`src/rtl/measure_pkg.sv`:
```
// Shared types and defaults for the encoder measurement run controller.
package measure_pkg;

   localparam int RESR_PER_GROUP_DEF = 16;
   localparam int GROUP_NUM_DEF      = 10;
   localparam int CNT_W_DEF          = 16;

   // Width of a group index; never below one bit so a single-group run still has a field.
   function automatic int grp_width(input int n);
      return (n > 1) ? $clog2(n) : 1;
   endfunction

   localparam int GRP_W_DEF = grp_width(GROUP_NUM_DEF);

   typedef enum logic [1:0] {
      ST_IDLE      = 2'd0,
      ST_WAIT_ZERO = 2'd1,
      ST_GROUP     = 2'd2
   } seq_state_t;

   // Result record layout for the default configuration; the sequencer packs the
   // same fields, in the same order, sized from its own parameters.
   typedef struct packed {
      logic [GRP_W_DEF-1:0] group;
      logic [CNT_W_DEF-1:0] phase;
      logic [CNT_W_DEF-1:0] rgs_cnt;
      logic                 missing;
   } meas_result_t;

endpackage

```
`src/rtl/measure_result_reg.sv`:
```
// Single-entry valid/ready holding register. A new record offered while the
// held one is still waiting is dropped and reported on a one-cycle overrun strobe.
module measure_result_reg
   import measure_pkg::*;
#(
   parameter int W = 8
) (
   input  logic         clk,
   input  logic         rst,
   input  logic         clr,
   input  logic         offer,
   input  logic [W-1:0] offer_data,
   input  logic         ready,
   output logic         valid,
   output logic [W-1:0] data,
   output logic         overrun
);

   logic         valid_r;
   logic [W-1:0] data_r;
   logic         valid_n;
   logic [W-1:0] data_n;
   logic         overrun_s;

   // Next-state of the holding register: clear, load, drop or drain.
   always_comb begin
      valid_n   = valid_r;
      data_n    = data_r;
      overrun_s = 1'b0;
      if (clr) begin
         valid_n = 1'b0;
      end else if (offer) begin
         if (valid_r && !ready) begin
            overrun_s = 1'b1;
         end else begin
            valid_n = 1'b1;
            data_n  = offer_data;
         end
      end else if (valid_r && ready) begin
         valid_n = 1'b0;
      end else begin
         valid_n = valid_r;
      end
   end

   // Holding register state.
   always_ff @(posedge clk) begin
      if (rst) begin
         valid_r <= 1'b0;
         data_r  <= '0;
      end else begin
         valid_r <= valid_n;
         data_r  <= data_n;
      end
   end

   assign valid   = valid_r;
   assign data    = data_r;
   assign overrun = overrun_s;

endmodule

```
`src/rtl/measure_sequencer.sv`:
```
// Run controller: arms on the zero marker after start, splits the revolution
// into groups of RESR pulses and emits one phase/count record per group.
module measure_sequencer
   import measure_pkg::*;
#(
   parameter int RESR_PER_GROUP = RESR_PER_GROUP_DEF,
   parameter int GROUP_NUM      = GROUP_NUM_DEF,
   parameter int CNT_W          = CNT_W_DEF
) (
   input  logic                              CLOCK_50M,
   input  logic                              RST,
   input  logic                              start,
   input  logic                              abort,
   input  logic                              iRESR_signalA,
   input  logic                              iRESR_signalZ,
   input  logic                              iRGS_signalA,
   output logic                              busy,
   output logic                              done,
   output logic                              res_valid,
   input  logic                              res_ready,
   output logic [grp_width(GROUP_NUM)-1:0]   res_group,
   output logic [CNT_W-1:0]                  res_phase,
   output logic [CNT_W-1:0]                  res_rgs_cnt,
   output logic                              res_missing,
   output logic                              err_overrun,
   output logic                              err_zero_early
);

   localparam int GRP_W = grp_width(GROUP_NUM);
   localparam int REC_W = GRP_W + 2 * CNT_W + 1;

   seq_state_t       state_r, state_n;
   logic [GRP_W-1:0] grp_r, grp_n, base_grp_s;
   logic [CNT_W-1:0] resr_cnt_r, resr_n, base_resr_s;
   logic [CNT_W-1:0] rgs_cnt_r, rgs_n, base_rgs_s;
   logic [CNT_W-1:0] phase_r, phase_n, base_phase_s;
   logic             first_seen_r, first_n, base_first_s;
   logic             busy_r, done_r, done_n;
   logic             err_zero_early_r, zerr_n;
   logic             err_overrun_r;
   logic             arm_s, count_s, close_s, offer_s, overrun_s, start_ok_s;
   logic [REC_W-1:0] rec_s, res_data_s;

   // RGS counter increment that sticks at all-ones instead of wrapping.
   function automatic logic [CNT_W-1:0] sat_inc(input logic [CNT_W-1:0] v);
      if (v == {CNT_W{1'b1}}) begin
         return v;
      end else begin
         return v + CNT_W'(1);
      end
   endfunction

   assign start_ok_s = (state_r == ST_IDLE) && start && !abort;

   // Sequencer next state: FSM, group counters and record assembly.
   always_comb begin
      state_n      = state_r;
      grp_n        = grp_r;
      resr_n       = resr_cnt_r;
      rgs_n        = rgs_cnt_r;
      first_n      = first_seen_r;
      phase_n      = phase_r;
      done_n       = 1'b0;
      zerr_n       = err_zero_early_r;
      arm_s        = 1'b0;
      count_s      = 1'b0;
      close_s      = 1'b0;
      offer_s      = 1'b0;
      rec_s        = '0;
      base_grp_s   = grp_r;
      base_resr_s  = resr_cnt_r;
      base_rgs_s   = rgs_cnt_r;
      base_phase_s = phase_r;
      base_first_s = first_seen_r;
      if (abort) begin
         state_n = ST_IDLE;
         grp_n   = '0;
         resr_n  = '0;
         rgs_n   = '0;
         first_n = 1'b0;
         phase_n = '0;
      end else begin
         case (state_r)
            ST_IDLE: begin
               if (start) begin
                  state_n = ST_WAIT_ZERO;
                  zerr_n  = 1'b0;
               end else begin
                  state_n = ST_IDLE;
               end
            end
            ST_WAIT_ZERO: begin
               if (iRESR_signalZ) begin
                  state_n = ST_GROUP;
                  arm_s   = 1'b1;
               end else begin
                  state_n = ST_WAIT_ZERO;
               end
            end
            ST_GROUP: begin
               count_s = 1'b1;
               if (iRESR_signalZ) begin
                  // Early zero marker: drop the partial group and restart at group 0.
                  arm_s  = 1'b1;
                  zerr_n = 1'b1;
               end else begin
                  close_s = iRESR_signalA &&
                            (resr_cnt_r == CNT_W'(RESR_PER_GROUP - 1));
               end
            end
            default: begin
               state_n = ST_IDLE;
            end
         endcase

         // Arming starts from cleared counters; same-cycle pulses still count.
         if (arm_s) begin
            base_grp_s   = '0;
            base_resr_s  = '0;
            base_rgs_s   = '0;
            base_phase_s = '0;
            base_first_s = 1'b0;
         end else begin
            base_grp_s   = grp_r;
            base_resr_s  = resr_cnt_r;
            base_rgs_s   = rgs_cnt_r;
            base_phase_s = phase_r;
            base_first_s = first_seen_r;
         end

         if (arm_s || count_s) begin
            grp_n  = base_grp_s;
            resr_n = base_resr_s + CNT_W'(iRESR_signalA);
            if (iRGS_signalA) begin
               rgs_n   = sat_inc(base_rgs_s);
               first_n = 1'b1;
               if (base_first_s) begin
                  phase_n = base_phase_s;
               end else begin
                  phase_n = base_resr_s + CNT_W'(iRESR_signalA);
               end
            end else begin
               rgs_n   = base_rgs_s;
               first_n = base_first_s;
               phase_n = base_phase_s;
            end
            if (close_s) begin
               // Closing A: the record includes any same-cycle RGS pulse.
               offer_s = 1'b1;
               rec_s   = {grp_r, phase_n, rgs_n, ~first_n};
               resr_n  = '0;
               rgs_n   = '0;
               phase_n = '0;
               first_n = 1'b0;
               if (grp_r == GRP_W'(GROUP_NUM - 1)) begin
                  state_n = ST_IDLE;
                  done_n  = 1'b1;
                  grp_n   = '0;
               end else begin
                  grp_n   = grp_r + GRP_W'(1);
               end
            end else begin
               offer_s = 1'b0;
            end
         end else begin
            grp_n = grp_r;
         end
      end
   end

   // Sequencer state, counters and registered status outputs.
   always_ff @(posedge CLOCK_50M) begin
      if (RST) begin
         state_r          <= ST_IDLE;
         grp_r            <= '0;
         resr_cnt_r       <= '0;
         rgs_cnt_r        <= '0;
         phase_r          <= '0;
         first_seen_r     <= 1'b0;
         busy_r           <= 1'b0;
         done_r           <= 1'b0;
         err_zero_early_r <= 1'b0;
      end else begin
         state_r          <= state_n;
         grp_r            <= grp_n;
         resr_cnt_r       <= resr_n;
         rgs_cnt_r        <= rgs_n;
         phase_r          <= phase_n;
         first_seen_r     <= first_n;
         busy_r           <= (state_n != ST_IDLE);
         done_r           <= done_n;
         err_zero_early_r <= zerr_n;
      end
   end

   // Overrun flag: sticky until reset or an accepted start.
   always_ff @(posedge CLOCK_50M) begin
      if (RST) begin
         err_overrun_r <= 1'b0;
      end else if (start_ok_s) begin
         err_overrun_r <= 1'b0;
      end else begin
         err_overrun_r <= err_overrun_r | overrun_s;
      end
   end

   measure_result_reg #(
      .W (REC_W)
   ) u_result (
      .clk        (CLOCK_50M),
      .rst        (RST),
      .clr        (abort),
      .offer      (offer_s),
      .offer_data (rec_s),
      .ready      (res_ready),
      .valid      (res_valid),
      .data       (res_data_s),
      .overrun    (overrun_s)
   );

   assign {res_group, res_phase, res_rgs_cnt, res_missing} = res_data_s;
   assign busy           = busy_r;
   assign done           = done_r;
   assign err_overrun    = err_overrun_r;
   assign err_zero_early = err_zero_early_r;

endmodule

```
`config.mk`:
```
export PLATFORM = sky130hd
export DESIGN_NAME = measure_sequencer
export DESIGN_NICKNAME = d
export VERILOG_FILES = /design/src/rtl/measure_pkg.sv /design/src/rtl/measure_result_reg.sv /design/src/rtl/measure_sequencer.sv
export SDC_FILE = /design/constraint.sdc
export NUM_CORES = 1
export LEC_CHECK = 0
export ABC_AREA = 1
export CORE_UTILIZATION = 50
export DETAILED_ROUTE_END_ITERATION = 12
export PLACE_DENSITY = 0.71
export SLEW_MARGIN = 25
export SYNTH_ARGS = -nofsm -noshare
export SYNTH_HDL_FRONTEND = slang
export SYNTH_SLANG_ARGS = --single-unit
```
`constraint.sdc`:
```
create_clock -name CLOCK_50M -period 5.44 [get_ports CLOCK_50M]
set_clock_uncertainty 0.2 [all_clocks]
set_input_delay 0.816 -clock CLOCK_50M [delete_from_list [all_inputs] [get_ports CLOCK_50M]]
set_output_delay 0.816 -clock CLOCK_50M [all_outputs]
set_load 0.03 [all_outputs]
```
==> flow_results.xml, run 1 <==
<?xml version="1.0" encoding="UTF-8"?>
<metrics>
  <group name="status">
    <metric name="run_status" unit="">finished, final reports clean</metric>
  </group>
  <group name="setup_path">
    <metric name="cells_along_the_critical_path" unit="">clkdlybuf4s50_1 -&gt; nand2_4 -&gt; inv_2 -&gt; nor2_1 -&gt; ha_1 -&gt; nand2_1 -&gt; nor2_2 -&gt; nand2_1 -&gt; nor2_2 -&gt; nand2_1 -&gt; nand2_2 -&gt; xnor2_1 -&gt; nand2_1 -&gt; a21oi_1</metric>
    <metric name="critical_path.max_fanout" unit="">45</metric>
    <metric name="worst_ep_required_time" unit="ns">5.54</metric>
    <metric name="cpMostUsedCell" unit="">sky130_fd_sc_hd__nand2_1</metric>
    <metric name="timing_worst_setup_path_type" unit="">in -&gt; reg</metric>
    <metric name="critical_path_arrival" unit="ns">3.72</metric>
    <metric name="critical_path.slowest_cell" unit="">sky130_fd_sc_hd__clkdlybuf4s50_1</metric>
    <metric name="critPathCaptureType" unit="">register</metric>
    <metric name="cp_slowest_stage_delay" unit="ns">0.49</metric>
    <metric name="startpoint_type" unit="">primary input</metric>
  </group>
  <group name="flow_run">
    <metric name="timing.max_cap.violations" unit="">0</metric>
  </group>
  <group name="pwr">
    <metric name="power_spent_charging_and_discharging_nets" unit="µW">331</metric>
    <metric name="seq_power_share" unit="">0.533</metric>
    <metric name="power.internal" unit="µW">1010</metric>
    <metric name="p_leak" unit="µW">0.00236</metric>
    <metric name="comb_power_share" unit="">0.060</metric>
    <metric name="power.clock.fraction" unit="">0.407</metric>
    <metric name="power_density_over_the_cells" unit="mW/mm²">227</metric>
    <metric name="max-vdd-ir-drop" unit="V">0.000166</metric>
    <metric name="sw_frac_of_total" unit="">0.247</metric>
    <metric name="p_total" unit="µW">1340</metric>
  </group>
  <group name="synthesis">
    <metric name="synth.cells.most_frequent" unit="">sky130_fd_sc_hd__nand2_1 (228), sky130_fd_sc_hd__dfxtp_1 (97), sky130_fd_sc_hd__inv_1 (84), sky130_fd_sc_hd__nor2_1 (84), sky130_fd_sc_hd__a21oi_1 (81)</metric>
    <metric name="yosysMostFrequentCell" unit="">sky130_fd_sc_hd__nand2_1</metric>
    <metric name="synth_nets" unit="">812</metric>
    <metric name="ys_ff_latch" unit="">97</metric>
    <metric name="synth_enable_flop_cells" unit="">0</metric>
    <metric name="synth.area.top_cells" unit="">sky130_fd_sc_hd__dfxtp_1 (38%), sky130_fd_sc_hd__nand2_1 (17%), sky130_fd_sc_hd__a21oi_1 (7.9%)</metric>
    <metric name="synth_area_leader_cell" unit="">sky130_fd_sc_hd__dfxtp_1</metric>
    <metric name="ys_async_sr_fraction" unit="">0</metric>
    <metric name="synth.cell_area" unit="mm²">0.00516</metric>
    <metric name="synth.yosys.seq_area_share" unit="">0.376</metric>
    <metric name="synth_top_area_share" unit="">0.376</metric>
    <metric name="synth-warning-count" unit="">0</metric>
    <metric name="synth.distinct_cells" unit="">34</metric>
    <metric name="syn-instance-count" unit="">795</metric>
    <metric name="synth_flop_cell" unit="">sky130_fd_sc_hd__dfxtp_1</metric>
    <metric name="synth.avg_cell_area" unit="µm²">6.49</metric>
  </group>
  <group name="clock_network">
    <metric name="postCtsSetupBuffers" unit="">0</metric>
    <metric name="htree_num_levels" unit="">3</metric>
    <metric name="numCtsBuffers" unit="">9</metric>
    <metric name="cts-hold-fix-buffers" unit="">0</metric>
    <metric name="clock_insertion_delay_worst_skew" unit="ns">0.37</metric>
    <metric name="post_cts_resized" unit="">0</metric>
    <metric name="clock-sinks" unit="">97</metric>
    <metric name="max-clock-path-buffers" unit="">2</metric>
    <metric name="clk_pin_slew_worst_paths" unit="ns">0.10</metric>
    <metric name="clk_root_buffer_cell" unit="">sky130_fd_sc_hd__clkbuf_8</metric>
    <metric name="tritoncts" unit="">done</metric>
  </group>
  <group name="timing">
    <metric name="final_min_period_over_clock_period" unit="">0.665</metric>
    <metric name="worst_pin_slew" unit="ns">0.960</metric>
    <metric name="finalWorstPathRequiredPeriod" unit="ns">3.62</metric>
    <metric name="grt_setup_unrepaired" unit="">no</metric>
    <metric name="finalHoldWorstSlack" unit="ns">0.252</metric>
    <metric name="max_freq" unit="GHz">0.276</metric>
    <metric name="finalSetupViolCount" unit="">0</metric>
    <metric name="slew-limit-headroom" unit="">0.360</metric>
    <metric name="max_slew_vio_count" unit="">0</metric>
    <metric name="finalSetupTns" unit="ns">0</metric>
    <metric name="final-hold-violation-count" unit="">0</metric>
  </group>
  <group name="drt">
    <metric name="antenna_left" unit="">0</metric>
    <metric name="route.detailed.drc" unit="">0</metric>
    <metric name="met2_routed_wl" unit="µm">6400</metric>
    <metric name="detail_route.wirelength.met1" unit="µm">6540</metric>
    <metric name="drt-initial-drc-count" unit="">338</metric>
    <metric name="drt-wirelength-per-cell" unit="µm">14.4</metric>
    <metric name="route.final.wire_length" unit="µm">13900</metric>
    <metric name="detailroute.wirelength.met3" unit="µm">800</metric>
    <metric name="via_per_inst" unit="">5.25</metric>
    <metric name="top_layer_used" unit="">met4</metric>
    <metric name="num_vias" unit="">5069</metric>
    <metric name="first_pass_iters" unit="">5</metric>
  </group>
  <group name="global_routing">
    <metric name="grt_overflow" unit="">0</metric>
    <metric name="grt_first_pass_wirelength" unit="µm">22900</metric>
    <metric name="pin_count_of_the_biggest_net_entering_global_routing" unit="">52</metric>
    <metric name="grt_pass1_vias" unit="">4600</metric>
    <metric name="grt_use_total" unit="">0.266</metric>
    <metric name="initial_antenna_violation_count" unit="">1</metric>
  </group>
  <group name="floorplan">
    <metric name="chipHeight" unit="µm">104</metric>
    <metric name="rows" unit="">36</metric>
    <metric name="io-pin-count" unit="">50</metric>
    <metric name="initial_cell_density_of_the_core" unit="">0.523</metric>
    <metric name="core_area" unit="mm²">0.00986</metric>
    <metric name="die_area" unit="mm²">0.0107</metric>
    <metric name="die_w" unit="µm">104</metric>
  </group>
  <group name="min_path">
    <metric name="worst_hold_path_type" unit="">reg -&gt; reg</metric>
  </group>
  <group name="place">
    <metric name="place.port_buffers" unit="">49</metric>
    <metric name="dp_hpwl" unit="µm">9720</metric>
    <metric name="gp_congestion" unit="">0.929</metric>
  </group>
  <group name="finish">
    <metric name="layout_cell_share_with_drive_strength_beyond_1" unit="">0.0590</metric>
    <metric name="areaGrowthSynthToFinish" unit="%">14.4</metric>
    <metric name="fin_nets" unit="">843</metric>
    <metric name="utilization" unit="">0.598</metric>
  </group>
</metrics>
through the flow:
stage               worst slack (ns)  instances  cell area (µm²)
floorplan                       2.64        795             5160
global placement                1.52        948             5670
detailed placement              1.44        948             5670
CTS                             1.83        964             5900
global route                    1.48        964             5900
finish                          1.82        965             5900
routing by layer:
layer | vias to the layer above | GRT usage
met5 | - | 0
met4 | 0 | 0.0828
met3 | 14 | 0.0390
met2 | 149 | 0.434
met1 | 2316 | 0.362
li1 | 2590 | -
registers in the layout (all words and copies together), names as in the netlist, 2 cells and up:
signal	flops
grp_r	4
phase_r	16
resr_cnt_r	16
rgs_cnt_r	16
state_r	2
u_result.data	37
cell usage in the layout, fill, tap and decap left out, drive strengths merged, types with 2 or more instances in the layout:
master,Yosys,final
a21oi,81,81
buf,16,2
nor2,99,99
o21ai,37,37
nor4,3,3
clkbuf,15,11
dfxtp,97,97
xor2,10,10
o21a,3,3
nand3,69,69
nand4,13,13
bufinv,0,2
clkdlybuf4s50,0,49
nand2,238,238
ha,9,9
xnor2,3,3
or2,2,2
nor3,4,4
clkinv,2,2
inv,87,90
worst max-delay path, delay by kind of cell:
kind	cells	cell delay [ns]
adders and majority gates	1	0.26
xor gates and xnor gates	1	0.20
and+or+nand+nor	9	1.55
buffers and inverters	2	0.74
AOI/OAI and AO/OA	1	0.13
cell type report:
cell class,instances,area (µm²)
antenna,1,2.50
clock buffer,11,141
clock inverter,5,86.3
fill,943,3970
inverter,89,334
multi-input combinational,578,2720
sequential,97,1940
tap,133,166
timing repair buffer,51,505
power by group through the flow:
| stage | logic [µW] | clock network (µW) | registers, µW |
|---|---|---|---|
| 2_1_floorplan | 54.1 | 0 | 732 |
| 3_3_place_gp | 78.3 | 0 | 730 |
| 3_5_place_dp | 79.6 | 0 | 730 |
| 4_1_cts | 79.9 | 557 | 714 |
| 5_1_grt | 87.7 | 583 | 714 |
| 6_report | 80.0 | 545 | 714 |
final timing paths:
check                    startpoint                   endpoint  slack, ns  depth (start not counted)
max                   iRESR_signalZ  rgs_cnt_r[0]$_SDFFE_PP0P_       1.82                         14
min          err_overrun$_SDFF_PP0_     err_overrun$_SDFF_PP0_       0.25                          2
max reg2reg   state_r[0]$_SDFF_PP0_  rgs_cnt_r[0]$_SDFFE_PP0P_       1.95                         15
min reg2reg  err_overrun$_SDFF_PP0_     err_overrun$_SDFF_PP0_       0.25                          2
kinds of logic (layout without fill, tap and decap cells):
family,Yosys count,after routing,synth area share
buffers and inverters,120,156,0.0960
adder cells (fa/ha/maj),9,9,0.0218
AO/OA/AOI/OAI,126,126,0.126
other,0,1,0
AND/OR/NAND/NOR,430,430,0.358
XOR/XNOR,13,13,0.0221
flip-flops,97,97,0.376
(Power assumes the default switching activity.)
==> run 2: changes to the inputs <==
--- a/config.mk
+++ b/config.mk
@@ -8,7 +8,7 @@
 export ABC_AREA = 1
 export CORE_UTILIZATION = 50
 export DETAILED_ROUTE_END_ITERATION = 12
-export PLACE_DENSITY = 0.71
+export PLACE_DENSITY = 0.74
 export SLEW_MARGIN = 25
 export SYNTH_ARGS = -nofsm -noshare
 export SYNTH_HDL_FRONTEND = slang
==> constraint.sdc (replaced) <==
create_clock -name CLOCK_50M -period 3.01 [get_ports CLOCK_50M]
set_clock_uncertainty 0.2 [all_clocks]
set_input_delay 0.4515 -clock CLOCK_50M [delete_from_list [all_inputs] [get_ports CLOCK_50M]]
set_output_delay 0.4515 -clock CLOCK_50M [all_outputs]
set_load 0.03 [all_outputs]
==> run 2 against run 1 <==
  * First-iteration DRC count up 18%
  * Critical path type is now reg -> reg
  * Via count up 3.8%
  * Final area up 4.0%
  * Critical path depth up 3
  * Setup slack worse by 1.6 ns
  * Flip-flop and latch count unchanged
  * Critical endpoint is now u_result.data[2]$_SDFFE_PP0P_
  * Cell count up 2.3%
  * Clock-buffer cell count unchanged
  * Worst hold slack better by 0.00054 ns
==> flow_results.xml, run 2 (same netlist as run 1, synthesis figures left out) <==
<?xml version="1.0" encoding="UTF-8"?>
<metrics>
  <group name="drt">
    <metric name="antenna_left" unit="">0</metric>
    <metric name="num_vias" unit="">5260</metric>
    <metric name="first_pass_iters" unit="">5</metric>
    <metric name="via_per_inst" unit="">5.33</metric>
    <metric name="route.detailed.drc" unit="">0</metric>
    <metric name="drt-initial-drc-count" unit="">400</metric>
    <metric name="route.final.wire_length" unit="µm">14300</metric>
    <metric name="drt-wirelength-per-cell" unit="µm">14.5</metric>
  </group>
  <group name="setup_path">
    <metric name="cp_slowest_stage_delay" unit="ns">0.38</metric>
    <metric name="critical_path_arrival" unit="ns">2.86</metric>
    <metric name="critical_path.top_delay_family" unit="">simple AND/OR/NAND/NOR gates</metric>
    <metric name="cpMostUsedCell" unit="">sky130_fd_sc_hd__nand2_1</metric>
    <metric name="critical_path.slowest_cell" unit="">sky130_fd_sc_hd__dfxtp_1</metric>
    <metric name="startpoint_type" unit="">register</metric>
    <metric name="worst_ep_required_time" unit="ns">3.10</metric>
    <metric name="critPathCaptureType" unit="">register</metric>
    <metric name="critical_path.max_fanout" unit="">14</metric>
    <metric name="timing_worst_setup_path_type" unit="">reg -&gt; reg</metric>
    <metric name="cells_along_the_critical_path" unit="">inv_1 -&gt; ha_1 -&gt; nand2_4 -&gt; buf_12 -&gt; nand2_2 -&gt; inv_1 -&gt; ha_1 -&gt; nand2_1 -&gt; nor2_4 -&gt; nand2_1 -&gt; nor2_2 -&gt; nand2_1 -&gt; nand2_2 -&gt; nand2_1 -&gt; o21a_1 -&gt; o21ai_1 -&gt; inv_1</metric>
    <metric name="path_buf_inv" unit="">4</metric>
  </group>
  <group name="timing">
    <metric name="finalSetupViolCount" unit="">0</metric>
    <metric name="finalSetupTns" unit="ns">0</metric>
    <metric name="finalHoldWorstSlack" unit="ns">0.253</metric>
    <metric name="slew-limit-headroom" unit="">0.608</metric>
    <metric name="final_min_period_over_clock_period" unit="">0.922</metric>
    <metric name="max_freq" unit="GHz">0.360</metric>
    <metric name="grt_setup_unrepaired" unit="">no</metric>
    <metric name="final-hold-violation-count" unit="">0</metric>
    <metric name="max_slew_vio_count" unit="">0</metric>
    <metric name="worst_pin_slew" unit="ns">0.583</metric>
    <metric name="finalWorstPathRequiredPeriod" unit="ns">2.77</metric>
  </group>
  <group name="global_routing">
    <metric name="grt_overflow" unit="">0</metric>
    <metric name="initial_antenna_violation_count" unit="">0</metric>
    <metric name="grt_pass1_vias" unit="">4856</metric>
    <metric name="grt_use_total" unit="">0.269</metric>
    <metric name="grt_first_pass_wirelength" unit="µm">23100</metric>
    <metric name="pin_count_of_the_biggest_net_entering_global_routing" unit="">52</metric>
  </group>
  <group name="clock_network">
    <metric name="max-clock-path-buffers" unit="">2</metric>
    <metric name="htree_num_levels" unit="">3</metric>
    <metric name="tritoncts" unit="">done</metric>
    <metric name="cts-hold-fix-buffers" unit="">0</metric>
    <metric name="clk_pin_slew_worst_paths" unit="ns">0.10</metric>
    <metric name="clk_root_buffer_cell" unit="">sky130_fd_sc_hd__clkbuf_8</metric>
    <metric name="clock-sinks" unit="">97</metric>
    <metric name="postCtsSetupBuffers" unit="">0</metric>
    <metric name="clock_insertion_delay_worst_skew" unit="ns">0.39</metric>
    <metric name="numCtsBuffers" unit="">9</metric>
  </group>
  <group name="floorplan">
    <metric name="die_area" unit="mm²">0.0107</metric>
    <metric name="rows" unit="">36</metric>
    <metric name="core_area" unit="mm²">0.00986</metric>
    <metric name="io-pin-count" unit="">50</metric>
    <metric name="chipHeight" unit="µm">104</metric>
    <metric name="die_w" unit="µm">104</metric>
    <metric name="initial_cell_density_of_the_core" unit="">0.523</metric>
  </group>
  <group name="finish">
    <metric name="fin_nets" unit="">866</metric>
    <metric name="insertedDiodeCount" unit="">0</metric>
    <metric name="layout_cell_share_with_drive_strength_beyond_1" unit="">0.0878</metric>
    <metric name="most_common_cell_after_layout_fill_and_taps_aside" unit="">sky130_fd_sc_hd__nand2_1</metric>
    <metric name="areaGrowthSynthToFinish" unit="%">18.9</metric>
    <metric name="multiInputGateArea" unit="mm²">0.00274</metric>
    <metric name="largest_register_ffs" unit="">37</metric>
    <metric name="layout.area.seq" unit="mm²">0.00194</metric>
    <metric name="filler_cell_count" unit="">933</metric>
    <metric name="layout.cells.most_common_list" unit="">sky130_fd_sc_hd__nand2_1 (228), sky130_fd_sc_hd__dfxtp_1 (96), sky130_fd_sc_hd__inv_1 (84)</metric>
  </group>
  <group name="status">
    <metric name="run_status" unit="">finished, final reports clean</metric>
  </group>
  <group name="pwr">
    <metric name="max-vdd-ir-drop" unit="V">0.000323</metric>
    <metric name="power_density_over_the_cells" unit="mW/mm²">379</metric>
    <metric name="p_leak" unit="µW">0.00248</metric>
  </group>
  <group name="flow_run">
    <metric name="timing.max_cap.violations" unit="">0</metric>
  </group>
  <group name="place">
    <metric name="dp_hpwl" unit="µm">10300</metric>
    <metric name="gp_congestion" unit="">0.924</metric>
    <metric name="place.port_buffers" unit="">49</metric>
  </group>
  <group name="min_path">
    <metric name="worst_hold_path_type" unit="">reg -&gt; reg</metric>
  </group>
</metrics>
-- run 2: final cells by class --
| cell class | count | share of cell area |
|---|---|---|
| multi-input combinational | 578 | 0.446 |
| sequential | 97 | 0.317 |
| timing repair buffer | 74 | 0.124 |
| inverter | 89 | 0.0545 |
| tap | 133 | 0.0271 |
| clock buffer | 11 | 0.0247 |
| clock inverter | 5 | 0.00714 |
-- run 2: per-stage QoR --
stage                     setup WS (ns)  area [µm²]  total power (µW)  utilization  cells
after CTS                         0.183        6090              2330        0.618    986
after global routing             0.0328        6130              2410        0.622    987
after global placement           0.0647        5900              1480        0.598    970
after detailed placement         0.0210        5900              1490        0.598    970
final                             0.236        6130              2330        0.622    987
after floorplan                   0.264        5160              1420            -    795
-- run 2: path summary, 6_finish.rpt --
kind	startpoint	endpoint	slack [ns]	cells past startpoint
max	state_r[1]$_SDFF_PP0_	u_result.data[2]$_SDFFE_PP0P_	0.24	17
min	err_overrun$_SDFF_PP0_	err_overrun$_SDFF_PP0_	0.25	2
max reg2reg	state_r[1]$_SDFF_PP0_	u_result.data[2]$_SDFFE_PP0P_	0.24	17
min reg2reg	err_overrun$_SDFF_PP0_	err_overrun$_SDFF_PP0_	0.25	2
-- run 2: per-layer routing --
layer	part of all wire	up-vias	global-route usage
met5	0	-	0
met3	0.069	30	0.0434
met1	0.46	2392	0.362
li1	-	2639	-
met2	0.44	199	0.418
met4	0.032	0	0.133
-- run 2: power by group --
group	switching, µW	internal [µW]	leakage (µW)
Sequential	3.14	1290	0.000782
Clock	505	358	0.0000945
Combinational	117	56.4	0.00161
-- run 2: timing repair --
action,CTS,global route
gates resized for setup,0,4
endpoints found under the hold margin,0,0
setup endpoints to repair,0,21
-- run 2: worst min-delay path, delay by kind of cell (launching register included) --
kind                   cells  cell delay, ns
AOI/OAI and AO/OA          1            0.05
buffers and inverters      1            0.05
DFF                        1            0.32
==> run 3: changes to the inputs <==
--- a/config.mk
+++ b/config.mk
@@ -6,6 +6,7 @@
 export NUM_CORES = 1
 export LEC_CHECK = 0
 export ABC_AREA = 1
+export CAP_MARGIN = 10
 export CORE_UTILIZATION = 50
 export DETAILED_ROUTE_END_ITERATION = 12
 export PLACE_DENSITY = 0.74
==> results of run 3 <==
Same layout as run 2: the final DEF is identical, and so are final timing and power.
